<file path="src/rtl/pipe_stage_elastic.sv">
// pipe_stage_elastic: elastic valid/ready pipeline register with optional skid entry,
// synchronous flush, and per-beat late-data merge into the head entry.
`default_nettype none

module pipe_stage_elastic #(
    parameter int DATA_W  = 32,
    parameter int LATE_W  = 32,
    parameter bit SKID_EN = 1'b1
) (
    input  logic              CLK,
    input  logic              nRST,
    input  logic              flush,
    input  logic              in_valid,
    output logic              in_ready,
    input  logic [DATA_W-1:0] in_data,
    input  logic              in_late_req,
    input  logic              late_valid,
    input  logic [LATE_W-1:0] late_data,
    output logic              req_out,
    output logic              out_valid,
    input  logic              out_ready,
    output logic [DATA_W-1:0] out_data,
    output logic [LATE_W-1:0] out_late
);

    logic              head_v_q,     head_v_d;
    logic [DATA_W-1:0] head_data_q,  head_data_d;
    logic              head_lreq_q,  head_lreq_d;
    logic              head_ldone_q, head_ldone_d;
    logic [LATE_W-1:0] head_late_q,  head_late_d;
    logic              skid_v_q,     skid_v_d;
    logic [DATA_W-1:0] skid_data_q,  skid_data_d;
    logic              skid_lreq_q,  skid_lreq_d;

    logic pop;
    logic push;

    assign req_out   = head_v_q & head_lreq_q & ~head_ldone_q;
    assign out_valid = head_v_q & (~head_lreq_q | head_ldone_q);
    assign out_data  = head_data_q;
    assign out_late  = head_late_q;
    assign pop       = out_valid & out_ready;
    assign push      = in_valid & in_ready;

    // With a skid entry, in_ready is purely registered; without one it looks through pop.
    generate
        if (SKID_EN) begin : g_skid
            assign in_ready = ~skid_v_q;
        end else begin : g_no_skid
            assign in_ready = ~head_v_q | pop;
        end
    endgenerate

    always_comb begin
        head_v_d     = head_v_q;
        head_data_d  = head_data_q;
        head_lreq_d  = head_lreq_q;
        head_ldone_d = head_ldone_q;
        head_late_d  = head_late_q;
        skid_v_d     = skid_v_q;
        skid_data_d  = skid_data_q;
        skid_lreq_d  = skid_lreq_q;

        if (flush) begin
            head_v_d     = 1'b0;
            head_data_d  = '0;
            head_lreq_d  = 1'b0;
            head_ldone_d = 1'b0;
            head_late_d  = '0;
            skid_v_d     = 1'b0;
            skid_data_d  = '0;
            skid_lreq_d  = 1'b0;
        end else begin
            // A waiting head can never pop, so capture and pop never collide.
            if (late_valid && req_out) begin
                head_late_d  = late_data;
                head_ldone_d = 1'b1;
            end
            if (pop) begin
                if (skid_v_q) begin
                    head_v_d     = 1'b1;
                    head_data_d  = skid_data_q;
                    head_lreq_d  = skid_lreq_q;
                    head_ldone_d = 1'b0;
                    head_late_d  = '0;
                    skid_v_d     = 1'b0;
                    skid_data_d  = '0;
                    skid_lreq_d  = 1'b0;
                end else if (push) begin
                    head_v_d     = 1'b1;
                    head_data_d  = in_data;
                    head_lreq_d  = in_late_req;
                    head_ldone_d = 1'b0;
                    head_late_d  = '0;
                end else begin
                    head_v_d     = 1'b0;
                    head_data_d  = '0;
                    head_lreq_d  = 1'b0;
                    head_ldone_d = 1'b0;
                    head_late_d  = '0;
                end
            end else if (push) begin
                if (!head_v_q) begin
                    head_v_d     = 1'b1;
                    head_data_d  = in_data;
                    head_lreq_d  = in_late_req;
                    head_ldone_d = 1'b0;
                    head_late_d  = '0;
                end else if (SKID_EN) begin
                    skid_v_d    = 1'b1;
                    skid_data_d = in_data;
                    skid_lreq_d = in_late_req;
                end
            end
        end
    end

    always_ff @(posedge CLK or negedge nRST) begin
        if (!nRST) begin
            head_v_q     <= 1'b0;
            head_data_q  <= '0;
            head_lreq_q  <= 1'b0;
            head_ldone_q <= 1'b0;
            head_late_q  <= '0;
            skid_v_q     <= 1'b0;
            skid_data_q  <= '0;
            skid_lreq_q  <= 1'b0;
        end else begin
            head_v_q     <= head_v_d;
            head_data_q  <= head_data_d;
            head_lreq_q  <= head_lreq_d;
            head_ldone_q <= head_ldone_d;
            head_late_q  <= head_late_d;
            skid_v_q     <= skid_v_d;
            skid_data_q  <= skid_data_d;
            skid_lreq_q  <= skid_lreq_d;
        end
    end

endmodule

`default_nettype wire

</file>
<file path="config.mk">
export PLATFORM = sky130hd
export DESIGN_NAME = pipe_stage_elastic
export DESIGN_NICKNAME = d
export VERILOG_FILES = /design/src/rtl/pipe_stage_elastic.sv
export SDC_FILE = /design/constraint.sdc
export NUM_CORES = 1
export LEC_CHECK = 0
export ABC_AREA = 0
export ABC_CLOCK_PERIOD_IN_PS = 1700
export BUFFER_PORTS_ARGS = -buffer_cell sky130_fd_sc_hd__buf_2
export CAP_MARGIN = 20
export CORE_UTILIZATION = 45
export DETAILED_ROUTE_END_ITERATION = 7
export PLACE_DENSITY_LB_ADDON = 0.15
export SLEW_MARGIN = 15
export SYNTH_ARGS = -nofsm -noshare
export SYNTH_HDL_FRONTEND = slang
export SYNTH_SLANG_ARGS = --single-unit
export TNS_END_PERCENT = 50
</file>
<file path="constraint.sdc">
create_clock -name CLK -period 1.7 [get_ports CLK]
set_input_delay 0.17 -clock CLK [delete_from_list [all_inputs] [get_ports CLK]]
set_output_delay 0.17 -clock CLK [all_outputs]
set_load 0.05 [all_outputs]
</file>
==> impl_metrics.ini, run 1 <==
[clock_network]
path_clk_slew_ps = 90
insertion_delay_ps = 340
cts_made_buffers = 9
cts_tree = built
cts_buffer_depth = 2
cts.sinks = 101
ctsHtreeMaxLevel = 3
root_buffer = clkbuf_8

[floorplan]
design.die.area_um2 = 9600
io_pins = 138
rows = 34
coreArea_um2 = 8810
initial_core_util_pct = 47.1
die_y_um = 98.0
die_w_um = 98.0

[critical_path]
reg2reg_depth = 4
slowest_delay_ps = 390
cp-start-kind = flop
crit_chain = nand2b_2, o221a_2, or2_4, o21ai_0
critical_path_arrival_ps = 1870
worst_setup_path_end_kind = flop
cp_slowest_cell = dfrtp_1
cp_num_cells = 4
crit_type = reg2reg
critPathTopFamily = simple AND/OR/NAND/NOR gates
path_max_fanout = 9
required_ps = 1960
cp_num_buf_inv = 0

[power]
vdd_drop_max_mv = 0.525
power_density_nw_per_um2 = 949
p_leak_nw = 2.59

[place]
dpl-instance-area_um2 = 4980
gp_congestion = 0.781
dp_hpwl_mm = 6.79
port_buffers = 137

[drt]
num_vias = 3490
ant_nets = 0
routed_via_density = 5.48
drt_pass1_iterations = 7
routed_wirelength_mm = 10.5
drtIter0Drc = 253
wl_per_cell_um = 16.4
drc_errors = 14

[flow_run]
cap_violations = 0

[synth]
synth-simple-area-share_pct = 11.1
synth_edf_count = 0
async_flop_share_pct = 100
synth_mux_area_share_pct = 0
postSynthNetCount = 460
synth-seq-area-share_pct = 61.0
synth_area_um2 = 4150
yosysWarnings = 0
synth_top_family_by_area = compound AO/OA/AOI/OAI gates
syn-instance-count = 389
synthTopCellsByArea = dfrtp_1 (61%), nand2_1 (8.8%), a32o_1 (8.0%)
synth_top_area_share_pct = 61.0
avgSynthCellArea_um2 = 10.7
ys_types = 25
synth-xor-area-share_pct = 0
synth_compound_gate_area_share_pct = 23.7
yosys_register_bits = 101
synthAdderAreaFrac_pct = 0
synth_flop_cell = dfrtp_1
yosys.area.top_type = dfrtp_1

[sta]
maxSlewViolCount = 0
fmax_ghz = 0.620
hold_viol = 0
finalSetupViolCount = 0
whs_ps = 46.5
fin_skew_ps = 6.62
rsz0062_at_grt = true
tightest_slew_ps = 434
min_period_ps = 1610
relSlewSlack_pct = 71.1
period_share_pct = 94.9

[global_route]
grt_pass1_wl_mm = 16.9
gr-usage-all-layers_pct = 22.3
grt_max_degree = 46
grt.overflow.total = 0
antenna_found_initial = 0
grt_pass1_vias = 3262

[final_layout]
nNetsFinal = 597
drive_gt1_share_pct = 34.2
area_growth_pct = 25.3
n_antenna_cell = 0
final_cell_area_um2 = 5200

[outcome]
outcome = complete, but fails checks
violations = design-rule violations

[worst_hold_path]
hold_class = in2reg
hold_depth = 3
==> routing by layer <==
| layer | wire length [µm] | vias to the layer above | GRT usage, % |
|---|---|---|---|
| li1 | - | 1672 | - |
| met1 | 4460 | 1688 | 32.9 |
| met3 | 756 | 4 | 4.01 |
| met5 | 0 | - | 0 |
| met2 | 5180 | 126 | 33.4 |
| met4 | 57 | 0 | 7.23 |
==> synth_stat cells, types with 2 or more instances <==
cell type and count:
dfrtp_1 101, nand2_1 97, a21oi_1 35, a22oi_1 33, a32o_1 33, o21ai_1 31
clkbuf_1 20, buf_2 9, nor2_1 5, buf_6 4, inv_1 3, o21ai_0 3
a31oi_1 2, nand2b_1 2
==> through the flow <==
stage	total power, mW	worst slack, ps	std cells	TNS, ps	utilization, %
2_1_floorplan	3.18	55.2	389	0	-
3_3_place_gp	3.50	106	620	0	56.6
3_5_place_dp	3.52	24.7	620	0	56.6
4_1_cts	4.97	16.3	635	0	58.7
5_1_grt	5.15	-4.36	637	-4.36	59.0
6_report	4.93	86.8	637	0	59.0
==> worst min-delay path: cells and delay by family <==
family | cells | cell delay [ps]
buf+inv | 1 | 90
compound gates | 1 | 50
simple gates | 1 | 40
==> layout make-up <==
type                       instances  area (µm²)
sequential                       101        2530
clock buffer                      12         145
fill                             789        3610
clock inverter                     2        35.0
timing repair buffer             157         872
inverter                           3        11.3
multi-input combinational        254        1470
tap                              108         135
==> timing repair <==
action	4_1_cts	5_1_grt
buffers inserted	0	0
cloned	0	2
hold buffers	1	0
pin swaps	0	1
endpoints found under the hold margin	29	0
gates resized for setup	1	6
setup endpoints to repair	1	35
==> logic make-up after synthesis <==
| kind of cell | Yosys count |
|---|---|
| AND/OR/NAND/NOR | 112 |
| AO/OA/AOI/OAI | 140 |
| buffers and inverters | 36 |
| flip-flops | 101 |
==> registers in the layout (all words and copies together) (netlist names) <==
signal        count
head_ldone_q      1
skid_data_q      32
head_lreq_q       1
skid_v_q          1
out_late         32
out_data         32
head_v_q          1
skid_lreq_q       1
==> worst paths after layout <==
| check | from | end | slack, ps |
|---|---|---|---|
| hold / removal | late_data[28] | out_late[28] | 50 |
| hold reg to reg | out_data[9] | out_data[9] | 480 |
| min in group asynchronous | nRST | out_data[2] | 310 |
| setup / recovery | skid_v_q | out_data[8] | 90 |
| setup reg to reg | skid_v_q | out_data[8] | 90 |
| max in group asynchronous | nRST | out_late[7] | 740 |
==> cell usage in the layout (no fill, tap or decap), drive strengths merged <==
cell,count
nand2,98
nor3,1
o21ai,35
a31oi,2
nor2,5
o221a,1
and3,1
clkbuf,13
nand4,1
a21oi,35
a22oi,33
nand3,1
dlygate4sd3,1
or2,3
clkinv,1
inv,3
a32o,33
a2111oi,1
dfrtp,101
nor2b,2
buf,155
nand2b,2
bufinv,1
==> where the power goes <==
| part | leakage (nW) | switching, mW | total, mW | internal, mW |
|---|---|---|---|---|
| Clock | 0.0923 | 0.752 | 1.46 | 0.706 |
| Combinational | 1.13 | 0.649 | 0.904 | 0.254 |
| Sequential | 1.37 | 0.0622 | 2.57 | 2.51 |
| Total | 2.59 | 1.46 | 4.93 | 3.47 |
Power figures use the tool's default switching activity.
==> run 2: changes to the inputs <==
Settings changed: CORE_UTILIZATION 45 to 40.
==> impl_metrics.ini, run 2 (synthesis results as in run 1) <==
[outcome]
outcome = completed

[power]
switching_share_pct = 30.8
p_comb_share_pct = 18.0
power_mw = 4.99
p_leak_nw = 2.58
switchingPower_mw = 1.53
vdd_drop_max_mv = 0.533
seqPwrFrac_pct = 51.6
power_density_nw_per_um2 = 952
p_int_mw = 3.45
clockPowerShare_pct = 30.4

[sta]
rsz0062_at_grt = false
fin_tns_setup_ps = 0
fmax_ghz = 0.627
fin_skew_ps = 16.1
period_share_pct = 93.9
fin_ws_ps = 104
maxSlewViolCount = 0
relSlewSlack_pct = 75.5
finalSetupViolCount = 0
tightest_slew_ps = 367
hold_viol = 0
min_period_ps = 1600

[clock_network]
cts.sinks = 101
path_clk_slew_ps = 100
root_buffer = clkbuf_8
cts_buffer_depth = 2
post_cts.repair.setup_buffers = 0
insertion_delay_ps = 360
ctsHtreeMaxLevel = 3
cts_tree = built
cts_made_buffers = 9

[final_layout]
fillers = 936
post_layout_nonfiller_instances = 661
area_growth_pct = 26.3
layout_commonest_cell = buf_2
nNetsFinal = 594
n_antenna_cell = 0
final_cell_mix = buf_2 (134), dfrtp_1 (100), nand2_1 (97)
drive_gt1_share_pct = 34.1

[worst_hold_path]
hold_class = in2reg

[floorplan]
die_w_um = 104
io_pins = 138
rows = 36
initial_core_util_pct = 41.8
coreArea_um2 = 9910
die_y_um = 104
design.die.area_um2 = 10800

[global_route]
grt_max_degree = 60
grt.overflow.total = 0
gr-usage-all-layers_pct = 19.6
antenna_found_initial = 0
grt_pass1_wl_mm = 16.9
grt_pass1_vias = 3289

[critical_path]
cp_common_cell = buf_4
crit_chain = buf_4, inv_1, nor2_1, buf_4
path_max_fanout = 7
worst_setup_path_end_kind = output port
slowest_delay_ps = 460
required_ps = 1530
cp-start-kind = flop
cp_slowest_cell = dfrtp_2
critical_path_arrival_ps = 1430
crit_type = reg2out

[drt]
routed_via_density = 5.23
routed_wirelength_mm = 10.5
num_vias = 3456
drc_errors = 0
drt_pass1_iterations = 6
ant_nets = 0
drtIter0Drc = 261
wl_per_cell_um = 15.8

[flow_run]
cap_violations = 0

[place]
dp_hpwl_mm = 6.99
place_inst = 643
gp_congestion = 0.811
port_buffers = 137
place_ws_ps = 34.0
## run 2: changes by cell type in the layout (fill, tap and decap cells not counted), sizes merged
cell,before,now
clkbuf,13,11
buf,155,154
clkinv,1,2
clkinvlp,0,1
inv,3,4
or2,3,2
## run 2: layout make-up
class	count	area (µm²)	area share, %
Clock buffer	11	131	2.51
Clock inverter	5	60.1	1.15
Inverter	3	11.3	0.215
Multi-Input combinational cell	253	1460	27.9
Sequential cell	101	2530	48.3
Tap cell	133	166	3.18
Timing Repair Buffer	155	876	16.7
## run 2: metrics by stage
stage	hold WS (ps)	instance area, µm²	util, %
after floorplan	-126	4150	-
after detailed placement	75.5	5010	50.5
after global routing	11.3	5240	52.8
after CTS	18.8	5220	52.6
after global placement	72.0	5010	50.5
final	27.5	5240	52.8
## run 2: what timing repair did
item                                    4_1_cts  5_1_grt
hold endpoints to repair                     18        0
hold buffers                                  1        0
resized for setup                             2        6
gates cloned                                  0        1
endpoints found under the setup margin        2       34
## run 2: worst paths after layout
kind	from	to	slack, ps	cells after the start
min in group asynchronous	nRST	out_data[1]	230	2
min reg2reg	out_data[28]	out_data[28]	480	2
max reg2reg	skid_v_q	out_data[9]	120	4
min	late_data[3]	out_late[3]	30	3
max in group asynchronous	nRST	out_late[5]	860	3
max	head_v_q	req_out	100	4
## run 2: routing by layer
| layer | vias up | GRT usage [%] | part of all wire [%] |
|---|---|---|---|
| li1 | 1669 | - | - |
| met1 | 1653 | 26.0 | 45 |
| met2 | 127 | 32.3 | 48 |
| met3 | 7 | 4.22 | 6.4 |
| met4 | 0 | 5.82 | 0.64 |
| met5 | - | 0 | 0 |
## run 2: power groups by stage
stage	clock network (mW)	logic [mW]	registers [mW]
after floorplan	0	0.286	2.90
after global placement	0	0.887	2.62
after detailed placement	0	0.896	2.62
after CTS	1.55	0.900	2.57
after global routing	1.66	0.968	2.59
final	1.51	0.899	2.57
## run 2: critical path: cells and delay by family (launching register included)
family                 cells  cell delay, ps
flip-flops                 1             460
buffers and inverters      3             530
AND/OR/NAND/NOR            1              80
==> run 3: changes to the inputs <==
==> constraint.sdc (replaced) <==
create_clock -name CLK -period 1.7 [get_ports CLK]
set_input_delay 0.255 -clock CLK [delete_from_list [all_inputs] [get_ports CLK]]
set_output_delay 0.255 -clock CLK [all_outputs]
set_load 0.05 [all_outputs]
==> impl_metrics.ini, run 3 (synthesis results as in run 1) <==
[global_route]
grt.overflow.total = 0
gr-usage-all-layers_pct = 20.0
antenna_found_initial = 0
grt_pass1_wl_mm = 17.1
grt_max_degree = 42
grt_pass1_vias = 3251

[drt]
drc_errors = 0
drt_pass1_iterations = 4
routed_via_density = 5.18
ant_nets = 0
wl_per_cell_um = 16.0
routed_wirelength_mm = 10.6
num_vias = 3433
drtIter0Drc = 229

[worst_hold_path]
hold_depth = 3
hold_end = out_late[20]
holdCritStartpoint = late_data[20]
hold_class = in2reg

[power]
switchingPower_mw = 1.52
power_density_nw_per_um2 = 982
vdd_drop_max_mv = 0.434
p_leak_nw = 2.62
power_mw = 5.20
seqPwrFrac_pct = 49.4
p_int_mw = 3.68
clockPowerShare_pct = 33.0
p_comb_share_pct = 17.5
switching_share_pct = 29.3

[critical_path]
r2r-end = skid_data_q[24]
reg2reg_depth = 4
critical_path_arrival_ps = 1890
reg2reg_from = head_ldone_q
worst_setup_path_end_kind = flop
cp-start-kind = flop
path_max_fanout = 19
rrSetupSlack_ps = 110
required_ps = 2000
crit_type = reg2reg

[floorplan]
io_pins = 138
coreArea_um2 = 9910
die_w_um = 104
initial_core_util_pct = 41.8
die_y_um = 104
design.die.area_um2 = 10800
rows = 36

[flow_run]
cap_violations = 0

[clock_network]
cts_tree = built
root_buffer = clkbuf_8
cts_made_buffers = 9
insertion_delay_ps = 360
cts_buffer_depth = 2
post_cts.repair.setup_buffers = 0
ctsHtreeMaxLevel = 3
cts.sinks = 101
path_clk_slew_ps = 90

[sta]
fin_tns_setup_ps = 0
tightest_slew_ps = 383
fin_ws_ps = 110
min_period_ps = 1590
fin_skew_ps = 9.72
finalSetupViolCount = 0
relSlewSlack_pct = 74.5
period_share_pct = 93.5
rsz0062_at_grt = false
fmax_ghz = 0.629
maxSlewViolCount = 0
hold_viol = 0

[final_layout]
final_cell_mix = buf_2 (134), dfrtp_1 (101), nand2_1 (97)
post_layout_nonfiller_instances = 663
multi_input_area_um2 = 1480
layout_commonest_cell = buf_2
area_growth_pct = 27.8
fillers = 941
seq_area_um2 = 2530
nNetsFinal = 596
drive_gt1_share_pct = 35.1
n_antenna_cell = 0
finish.utilization_pct = 53.5

[place]
place_ws_ps = 77.5
place_inst = 644
gp_congestion = 0.775
dp_hpwl_mm = 6.97
port_buffers = 137

[outcome]
outcome = completed
## run 3: cell types whose count changed in the layout (fill, tap and decap cells not counted), sizes merged
cell,previous run,this run
buf,154,155
bufinv,1,2
clkinv,2,3
clkinvlp,1,0
inv,4,3
or2,2,3
## run 3: through the flow
| step | cell area (µm²) | hold slack, ps |
|---|---|---|
| final | 5300 | 111 |
| after global routing | 5300 | 96.0 |
| after CTS | 5260 | 99.4 |
| after detailed placement | 5020 | 206 |
| after global placement | 5020 | 204 |
| after floorplan | 4150 | -40.6 |
## run 3: layer usage
metal	GRT usage, %	part of all wire [%]
met5	0	0
met4	6.43	0.56
met3	4.15	6.2
met2	30.5	47
met1	28.5	46
## run 3: worst max-delay path, cell delays in order (launching register included)
cell	delay, ps
dfrtp_1	400
nand2b_2	250
a2111oi_4	400
buf_4	310
a32o_1	160
## run 3: worst max path at each step
stage,slack (ps),endpoint,from
5_1_grt,30,skid_data_q[26],head_ldone_q
4_1_cts,20,out_valid,head_v_q
2_1_floorplan,30,out_valid,head_v_q
3_3_place_gp,120,out_data[7],skid_v_q
3_5_place_dp,80,out_data[7],skid_v_q
6_report,110,skid_data_q[24],head_ldone_q
## run 3: area by class of cell
| cell class | count | area share [%] |
|---|---|---|
| multi-input cells | 254 | 27.8 |
| repair buffers | 156 | 16.7 |
| clock inverters | 5 | 1.56 |
| clock buffers | 11 | 2.86 |
| flip-flops and latches | 101 | 47.7 |
| well taps | 133 | 3.14 |
| inverters | 3 | 0.213 |
## run 3: timing repair
action | 4_1_cts | 5_1_grt
gates resized for setup | 1 | 11
endpoints found under the hold margin | 26 | 0
hold buffers | 1 | 0
cloned | 0 | 2
setup endpoints to repair | 1 | 51
## run 3: power groups by stage
stage | clock, mW | sequential [mW] | combinational [mW]
final | 1.72 | 2.57 | 0.913
after global routing | 1.86 | 2.59 | 0.984
after CTS | 1.77 | 2.57 | 0.903
after detailed placement | 0 | 2.62 | 0.900
after global placement | 0 | 2.61 | 0.890
after floorplan | 0 | 2.90 | 0.286
